`src/rtl/mgt_01_div_ip.sv`:
```
// Iterative radix-2 divide/remainder unit for the RV32IM execute stage.
// Handles DIV/DIVU/REM/REMU with RISC-V M results for divide-by-zero and signed overflow.
// ops_i encoding: 0 DIV_, 1 DIVU_, 2 REM_, 3 REMU_. bit0 set = unsigned, bit1 set = remainder.
// fu_state_o encoding: 0 FREE, 1 BUSY, 2 VALID.
module mgt_01_div_ip (
  input  logic        clk_i,
  input  logic        rst_n_i,
  input  logic        clk_en_i,
  input  logic [31:0] dividend_i,
  input  logic [31:0] divisor_i,
  input  logic        is_division_i,
  input  logic [1:0]  ops_i,
  output logic [31:0] result_o,
  output logic        div_by_zero_o,
  output logic [1:0]  fu_state_o
);

  typedef enum logic [1:0] {
    FREE  = 2'd0,
    BUSY  = 2'd1,
    VALID = 2'd2
  } fu_state_e;

  fu_state_e          state_q, state_d;
  logic        [5:0]  cnt_q;
  logic        [31:0] rem_q;
  logic        [31:0] quot_q;
  logic        [31:0] dvs_q;
  logic               neg_a_q;
  logic               neg_b_q;
  logic               is_rem_q;
  logic               dbz_q;

  logic               start;
  logic               iter;
  logic               finish;
  logic               is_signed_op;
  logic               sign_a;
  logic               sign_b;
  logic        [31:0] abs_a;
  logic        [31:0] abs_b;
  logic        [32:0] shifted;
  logic signed [32:0] diff;
  logic        [31:0] q_final;
  logic        [31:0] r_final;

  // Two's-complement negate when the sign flag is set.
  function automatic logic [31:0] apply_sign(input logic [31:0] mag, input logic neg);
    apply_sign = neg ? (~mag + 32'd1) : mag;
  endfunction

  // Operand conditioning, one restoring step and final sign correction.
  always_comb begin
    is_signed_op = ~ops_i[0];
    sign_a       = is_signed_op & dividend_i[31];
    sign_b       = is_signed_op & divisor_i[31];
    abs_a        = apply_sign(dividend_i, sign_a);
    abs_b        = apply_sign(divisor_i, sign_b);
    shifted      = {rem_q, quot_q[31]};
    diff         = $signed(shifted) - $signed({1'b0, dvs_q});
    if (dbz_q) begin
      // Divisor zero: quotient all ones, remainder is the original dividend.
      q_final = 32'hFFFF_FFFF;
      r_final = apply_sign(quot_q, neg_a_q);
    end else begin
      q_final = apply_sign(quot_q, neg_a_q ^ neg_b_q);
      r_final = apply_sign(rem_q, neg_a_q);
    end
  end

  // Control qualifiers; nothing advances unless the clock enable is high.
  always_comb begin
    start  = (state_q == FREE) & is_division_i;
    iter   = (state_q == BUSY) & ~dbz_q & (cnt_q != 6'd32);
    finish = (state_q == BUSY) & (dbz_q | (cnt_q == 6'd32));
  end

  // Next-state logic.
  always_comb begin
    state_d = state_q;
    case (state_q)
      FREE:    if (is_division_i) state_d = BUSY;
      BUSY:    if (dbz_q || cnt_q == 6'd32) state_d = VALID;
      VALID:   state_d = FREE;
      default: state_d = FREE;
    endcase
  end

  // State register.
  always_ff @(posedge clk_i or negedge rst_n_i) begin
    if (!rst_n_i)      state_q <= FREE;
    else if (clk_en_i) state_q <= state_d;
  end

  // Datapath: latch operands on start, iterate in BUSY, publish on the correction edge.
  always_ff @(posedge clk_i or negedge rst_n_i) begin
    if (!rst_n_i) begin
      cnt_q         <= 6'd0;
      rem_q         <= 32'd0;
      quot_q        <= 32'd0;
      dvs_q         <= 32'd0;
      neg_a_q       <= 1'b0;
      neg_b_q       <= 1'b0;
      is_rem_q      <= 1'b0;
      dbz_q         <= 1'b0;
      result_o      <= 32'd0;
      div_by_zero_o <= 1'b0;
    end else if (clk_en_i) begin
      if (start) begin
        cnt_q    <= 6'd0;
        rem_q    <= 32'd0;
        quot_q   <= abs_a;
        dvs_q    <= abs_b;
        neg_a_q  <= sign_a;
        neg_b_q  <= sign_b;
        is_rem_q <= ops_i[1];
        dbz_q    <= (divisor_i == 32'd0);
      end
      if (iter) begin
        cnt_q <= cnt_q + 6'd1;
        if (!diff[32]) begin
          rem_q  <= diff[31:0];
          quot_q <= {quot_q[30:0], 1'b1};
        end else begin
          rem_q  <= shifted[31:0];
          quot_q <= {quot_q[30:0], 1'b0};
        end
      end
      if (finish) begin
        result_o      <= is_rem_q ? r_final : q_final;
        div_by_zero_o <= dbz_q;
      end
    end
  end

  assign fu_state_o = state_q;

endmodule

```
`config.mk`:
```
export PLATFORM = sky130hd
export DESIGN_NAME = mgt_01_div_ip
export DESIGN_NICKNAME = d
export VERILOG_FILES = /design/src/rtl/mgt_01_div_ip.sv
export SDC_FILE = /design/constraint.sdc
export NUM_CORES = 1
export LEC_CHECK = 0
export ABC_CLOCK_PERIOD_IN_PS = 9500
export BUFFER_PORTS_ARGS = -buffer_cell sky130_fd_sc_hd__buf_2
export CELL_PAD_IN_SITES_DETAIL_PLACEMENT = 0
export CELL_PAD_IN_SITES_GLOBAL_PLACEMENT = 1
export CORE_MARGIN = 2
export CORE_UTILIZATION = 49
export DETAILED_ROUTE_END_ITERATION = 12
export MAX_ROUTING_LAYER = met4
export PLACE_DENSITY_LB_ADDON = 0.1
export SYNTH_ARGS = -nofsm -noshare
export SYNTH_HDL_FRONTEND = slang
export SYNTH_SLANG_ARGS = --single-unit
```
`constraint.sdc`:
```
create_clock -name clk_i -period 9.5 [get_ports clk_i]
set_clock_uncertainty 0.15 [all_clocks]
set_input_delay 0.95 -clock clk_i [delete_from_list [all_inputs] [get_ports clk_i]]
set_output_delay 0.95 -clock clk_i [all_outputs]
set_load 0.05 [all_outputs]
```
# Yosys cells after proc, flatten, opt, wreduce, memory -nomap -nowiden
# Index checks and enable logic that the tools add are counted.
[totals]
input_bits = 70
elab_cells = 63
ff_bits = 141
out_inout_bits = 35
[op_classes]
reduce_logical = 8
mux = 19
add_sub_neg = 6
bitwise = 14
eq_ne = 5
[op_table]
columns = ["cell", "n"]
rows = [
  ["two-way mux 32 bit", 13],
  ["adder 32 x 1 -> 32 bit, second input constant", 4],
  ["inverter 32 bit", 4],
  ["subtractor 33 bit", 1],
  ["zero test 32 bit", 1],
  ["two-way mux 6 bit", 2],
  ["adder 6 x 1 -> 6 bit, second input constant", 1],
  ["bitwise AND 1 bit", 6],
  ["== test 6 bit, second input constant", 1],
  ["!= test 6 bit, second input constant", 1],
  ["AND reduction 2 bit", 3],
  ["two-way mux 2 bit", 2],
  ["one-hot mux 2 bit (2 select lines)", 1],
  ["AND reduction 3 bit", 1],
  ["== test 2 x 1 -> 1 bit, second input constant", 1],
  ["zero test 2 bit", 1],
  ["!= test 2 x 1 -> 1 bit, second input constant", 1],
  ["!= test 2 bit, second input constant", 1],
  ["inverter 1 bit", 2],
  ["nonzero test 2 bit", 1],
  ["logical OR 1 bit", 1],
  ["two-way mux 1 bit", 1],
  ["bitwise OR 1 bit", 1],
  ["bitwise XOR 1 bit", 1],
]

# Depth between registers and ports, before layout
[logic_depth]
ltp_word = 5
mapped_depth = 14
mapped_depth_nobuf = 12

# Worst setup path before layout
# Ideal clock, no wire load.
[synth_path]
kind = "input to register"
from = "input dividend_i[8]"
to = "register quot_q[30]"
path_buffers = 0
required_ps = 9215
path_stages = 7
slack_ps = 6115
t_arrival_ps = 3100
setup_time_ps = 135
cell_sequence = "or4_1 -> or3_1 -> or3_1 -> o41ai_1 -> o21ai_0 -> xnor2_1 -> o211ai_1"
[synth_between]
elab_chain_cells = 5
[synth_lines]
columns = ["element", "line_no", "rtl"]
rows = [
  ["from (decl)", "9", "input logic [31:0] dividend_i,"],
  ["inverter 32 bit", "49", "apply_sign = neg ? (~mag + 32'd1) : mag;"],
  ["adder 32 x 1 -> 32 bit", "49", ""],
  ["two-way mux 32 bit", "49", ""],
  ["two-way mux 32 bit", "109", "if (start) begin"],
  ["two-way mux 32 bit", "119", "if (iter) begin"],
  ["to (signal assigned)", "112", "quot_q <= abs_a;"],
  ["to (signal assigned)", "123", "quot_q <= {quot_q[30:0], 1'b1};"],
  ["to (signal assigned)", "126", "quot_q <= {quot_q[30:0], 1'b0};"],
  ["to (decl)", "27", "logic [31:0] quot_q;"],
]
# Every way passes these cells. The select of a mux whose other input is x is not followed.
# A chain may end at the register's enable or synchronous reset.

# Worst setup path in the final report
[layout_path]
from = "register dbz_q"
to = "register cnt_q[5]"
[layout_between]
elab_chain_cells = 5
elab_cells_between_ends = 6
cone_classes = "mux (1); bitwise (3); reduce/logical (2)"
[layout_lines]
columns = ["element", "line_no", "rtl"]
rows = [
  ["from (decl)", "32", "logic dbz_q;"],
  ["from (signal assigned)", "117", "dbz_q <= (divisor_i == 32'd0);"],
  ["inverter 1 bit (*)", "74", "iter = (state_q == BUSY) & ~dbz_q & (cnt_q != 6'd32);"],
  ["bitwise AND 1 bit (*) (2 in a row)", "74", ""],
  ["nonzero test 2 bit (no line)", "n/a", ""],
  ["AND reduction 2 bit (no line)", "n/a", ""],
  ["to (signal assigned)", "120", "cnt_q <= cnt_q + 6'd1;"],
  ["to (decl)", "25", "logic [5:0] cnt_q;"],
]
# Mark *: on every way between the ends. The rest lies on a longest branch, timed or not.

==> impl_metrics.yaml <==
clocking:
  cts_tree: "built"
  h-tree-depth: 4
  clock_sinks: 141
  cts_buffer_depth: 2
  cts_setup_buffers: 0
  cts_root_buf: "clkbuf_16"
  cts_resized: 0
  postCtsHoldBufs: 0
  numCtsBuffers: 17
  clk-insertion-delay-late_ns: 0.43
  clk_pin_slew_ns: 0.06
logic_synthesis:
  ys_seq_elements: 141
  async_flop_share_pct: 100
  syn_area_per_cell_um2: 7.79
  yosysWarnings: 0
  ys_types: 64
  synth_area_mm2: 0.0110
  syn_nets: 1523
  synth_area_leader_cell: "dfrtp_1"
  synth-edff-count: 0
  netlist_instances: 1414
  synth-seq-area-share_pct: 32.0
  ys.flop_type: "dfrtp_1"
  synthTopCellsByArea: "dfrtp_1, xnor2_1, o21ai_0"
  synth_top_area_share_pct: 32.0
critical_path:
  r2r_slack_ns: 5.15
  r2r-end: "cnt_q[5]"
  start_kind: "flop"
  worstRegToRegCells: 9
  cp_data_required_time_ns: 9.70
  critPathMaxFanout: 55
  crit_type: "reg -> reg"
  cp.arrival_ns: 4.55
  critPathCaptureType: "flop"
  rr_startpoint: "dbz_q"
placement:
  place_area_mm2: 0.0117
  globalplace.congestion: 0.914
  dp_slack_ns: 5.20
  hpwl_mm: 24.1
  port_buffers: 104
pwr:
  leakage_nw: 5.23
  power_density_mw_per_mm2: 427
  ir_drop_mv: 0.275
  report.power.total_mw: 5.25
floorplanning:
  coreArea_mm2: 0.0220
  start_util_pct: 50.1
  die_area_mm2: 0.0237
  rows: 54
  die_w_um: 154
  die_h_um: 154
  io_pins: 105
worst_hold_path:
  hold_path_depth: 2
  hold_start: "result_o[0]"
  min_path_type: "reg -> reg"
  hold_path_end: "result_o[0]"
drt:
  top_layer_used: "met4"
  drc: 0
  wl_met3_mm: 1.74
  avgRoutedWirePerCell_um: 18.4
  route.vias.total: 10420
  drt_iter0_drc: 913
  m1WireLength_mm: 16.1
  drtPass1Iterations: 6
  ant_nets: 0
  dr_wl_met2_mm: 13.9
  routed_wl_mm: 32.3
  via_per_inst: 5.94
final_layout:
  area_growth_pct: 11.6
  fillers: 2143
  final_area_mm2: 0.0123
  final_nets: 1571
  final_cell_mix: "nand2_1, o21ai_0, dfrtp_1"
  utilization_pct: 56.0
  layout_commonest_cell: "nand2_1"
  drive_above_1_share_pct: 11.7
global_route:
  grt_pass1_wl_mm: 52.4
  first_global_vias: 9581
  grt_usage_pct: 28.6
  grt_antenna_before_repair: 1
  grt_max_degree: 86
  grt_overflow: 0
sta:
  tightest_slew_ns: 0.973
  grt_setup_unrepaired: "no"
  period_share_pct: 45.8
  layout_setup_ws_ns: 5.15
  slew_headroom_pct: 34.8
  period_needed_ns: 4.35
  setup_viol_count_final: 0
  report.final.slew_viol_count: 0
  timing.fmax_ghz: 0.230
  hold_viol_final: 0
  final.setup.tns_ns: 0
status:
  status: "complete, no violations"
job:
  maxCapViolations: 0
-- worst max path at each step --
stage | from | to | slack (ns) | cells past startpoint
floorplan | dividend_i[8] | quot_q[30] | 6.11 | 7
global placement | dbz_q | cnt_q[5] | 5.25 | 9
detailed placement | dbz_q | cnt_q[5] | 5.20 | 9
CTS | dbz_q | cnt_q[5] | 5.18 | 9
global route | dbz_q | cnt_q[5] | 4.75 | 9
finish | dbz_q | cnt_q[5] | 5.15 | 9
-- where the power goes --
part	total [mW]	switching, mW	internal [mW]	leakage [nW]
clock	0.676	0.260	0.417	0.274
combinational	3.32	2.11	1.21	3.17
sequential	1.26	0.380	0.876	1.78
-- stage by stage --
| step | cells | hold WS, ns |
|---|---|---|
| floorplan | 1414 | 0.300 |
| global placement | 1723 | 0.297 |
| detailed placement | 1723 | 0.310 |
| CTS | 1753 | 0.324 |
| global route | 1754 | 0.340 |
| finish | 1754 | 0.318 |
-- sequential cells by signal (all words and copies together), names as in the netlist, 2 cells and up --
register and count:
quot_q 32, cnt_q 6, fu_state_o 2, dvs_q 32, result_o 32, rem_q 32
-- synth_stat cells, types with 6 or more instances --
cell	instances
or2_2	7
o21ai_0	159
nor2_1	105
xor2_1	70
a31oi_1	14
or4_1	8
o21a_1	6
and3_1	9
a221oi_1	8
ha_1	38
nand3b_1	6
nor3_1	24
nand3_1	66
nand2b_1	9
or3_1	21
nor2b_1	7
o41ai_1	15
o22ai_1	14
buf_1	6
o311ai_0	11
xnor2_1	92
nand2_1	189
a211oi_1	9
dfrtp_1	141
a21oi_1	93
inv_1	59
a22oi_1	15
clkbuf_1	83
a32oi_1	11
nand4_1	9
o31ai_1	25
a21o_1	12
o221ai_1	8
nor4_1	10
-- area by class of cell --
| class | count | area (um^2) | area share (%) |
|---|---|---|---|
| sequential | 141 | 3530 | 28.7 |
| inverter | 60 | 225 | 1.83 |
| multi-input combinational | 1123 | 6960 | 56.6 |
| timing repair buffer | 119 | 639 | 5.20 |
| antenna | 1 | 2.50 | 0.0204 |
| tap | 280 | 350 | 2.85 |
| clock inverter | 10 | 143 | 1.16 |
| clock buffer | 20 | 447 | 3.63 |
-- worst max-delay path: stages (launching register included) --
cell	delay, ns
dfrtp_1	0.36
buf_4	0.26
inv_1	0.45
o41ai_1	0.27
nor3b_2	0.85
and2_2	0.60
buf_4	0.55
nand4_1	0.24
or3_1	0.39
a21oi_1	0.14
-- routing by layer --
| layer | vias up | global-route usage [%] |
|---|---|---|
| met1 | 4923 | 42.7 |
| met5 | - | - |
| met3 | 40 | 3.55 |
| li1 | 5146 | - |
| met2 | 311 | 40.9 |
| met4 | 0 | 7.79 |
-- kinds of logic after synthesis --
logic type | Yosys count | share of synthesized area [%]
simple gates | 489 | 20.6
compound gates | 429 | 24.4
xor+xnor | 162 | 12.9
buf+inv | 150 | 5.15
flops | 141 | 32.0
fa+ha+maj | 39 | 4.50
mux | 4 | 0.477
(Power assumes the default switching activity.)
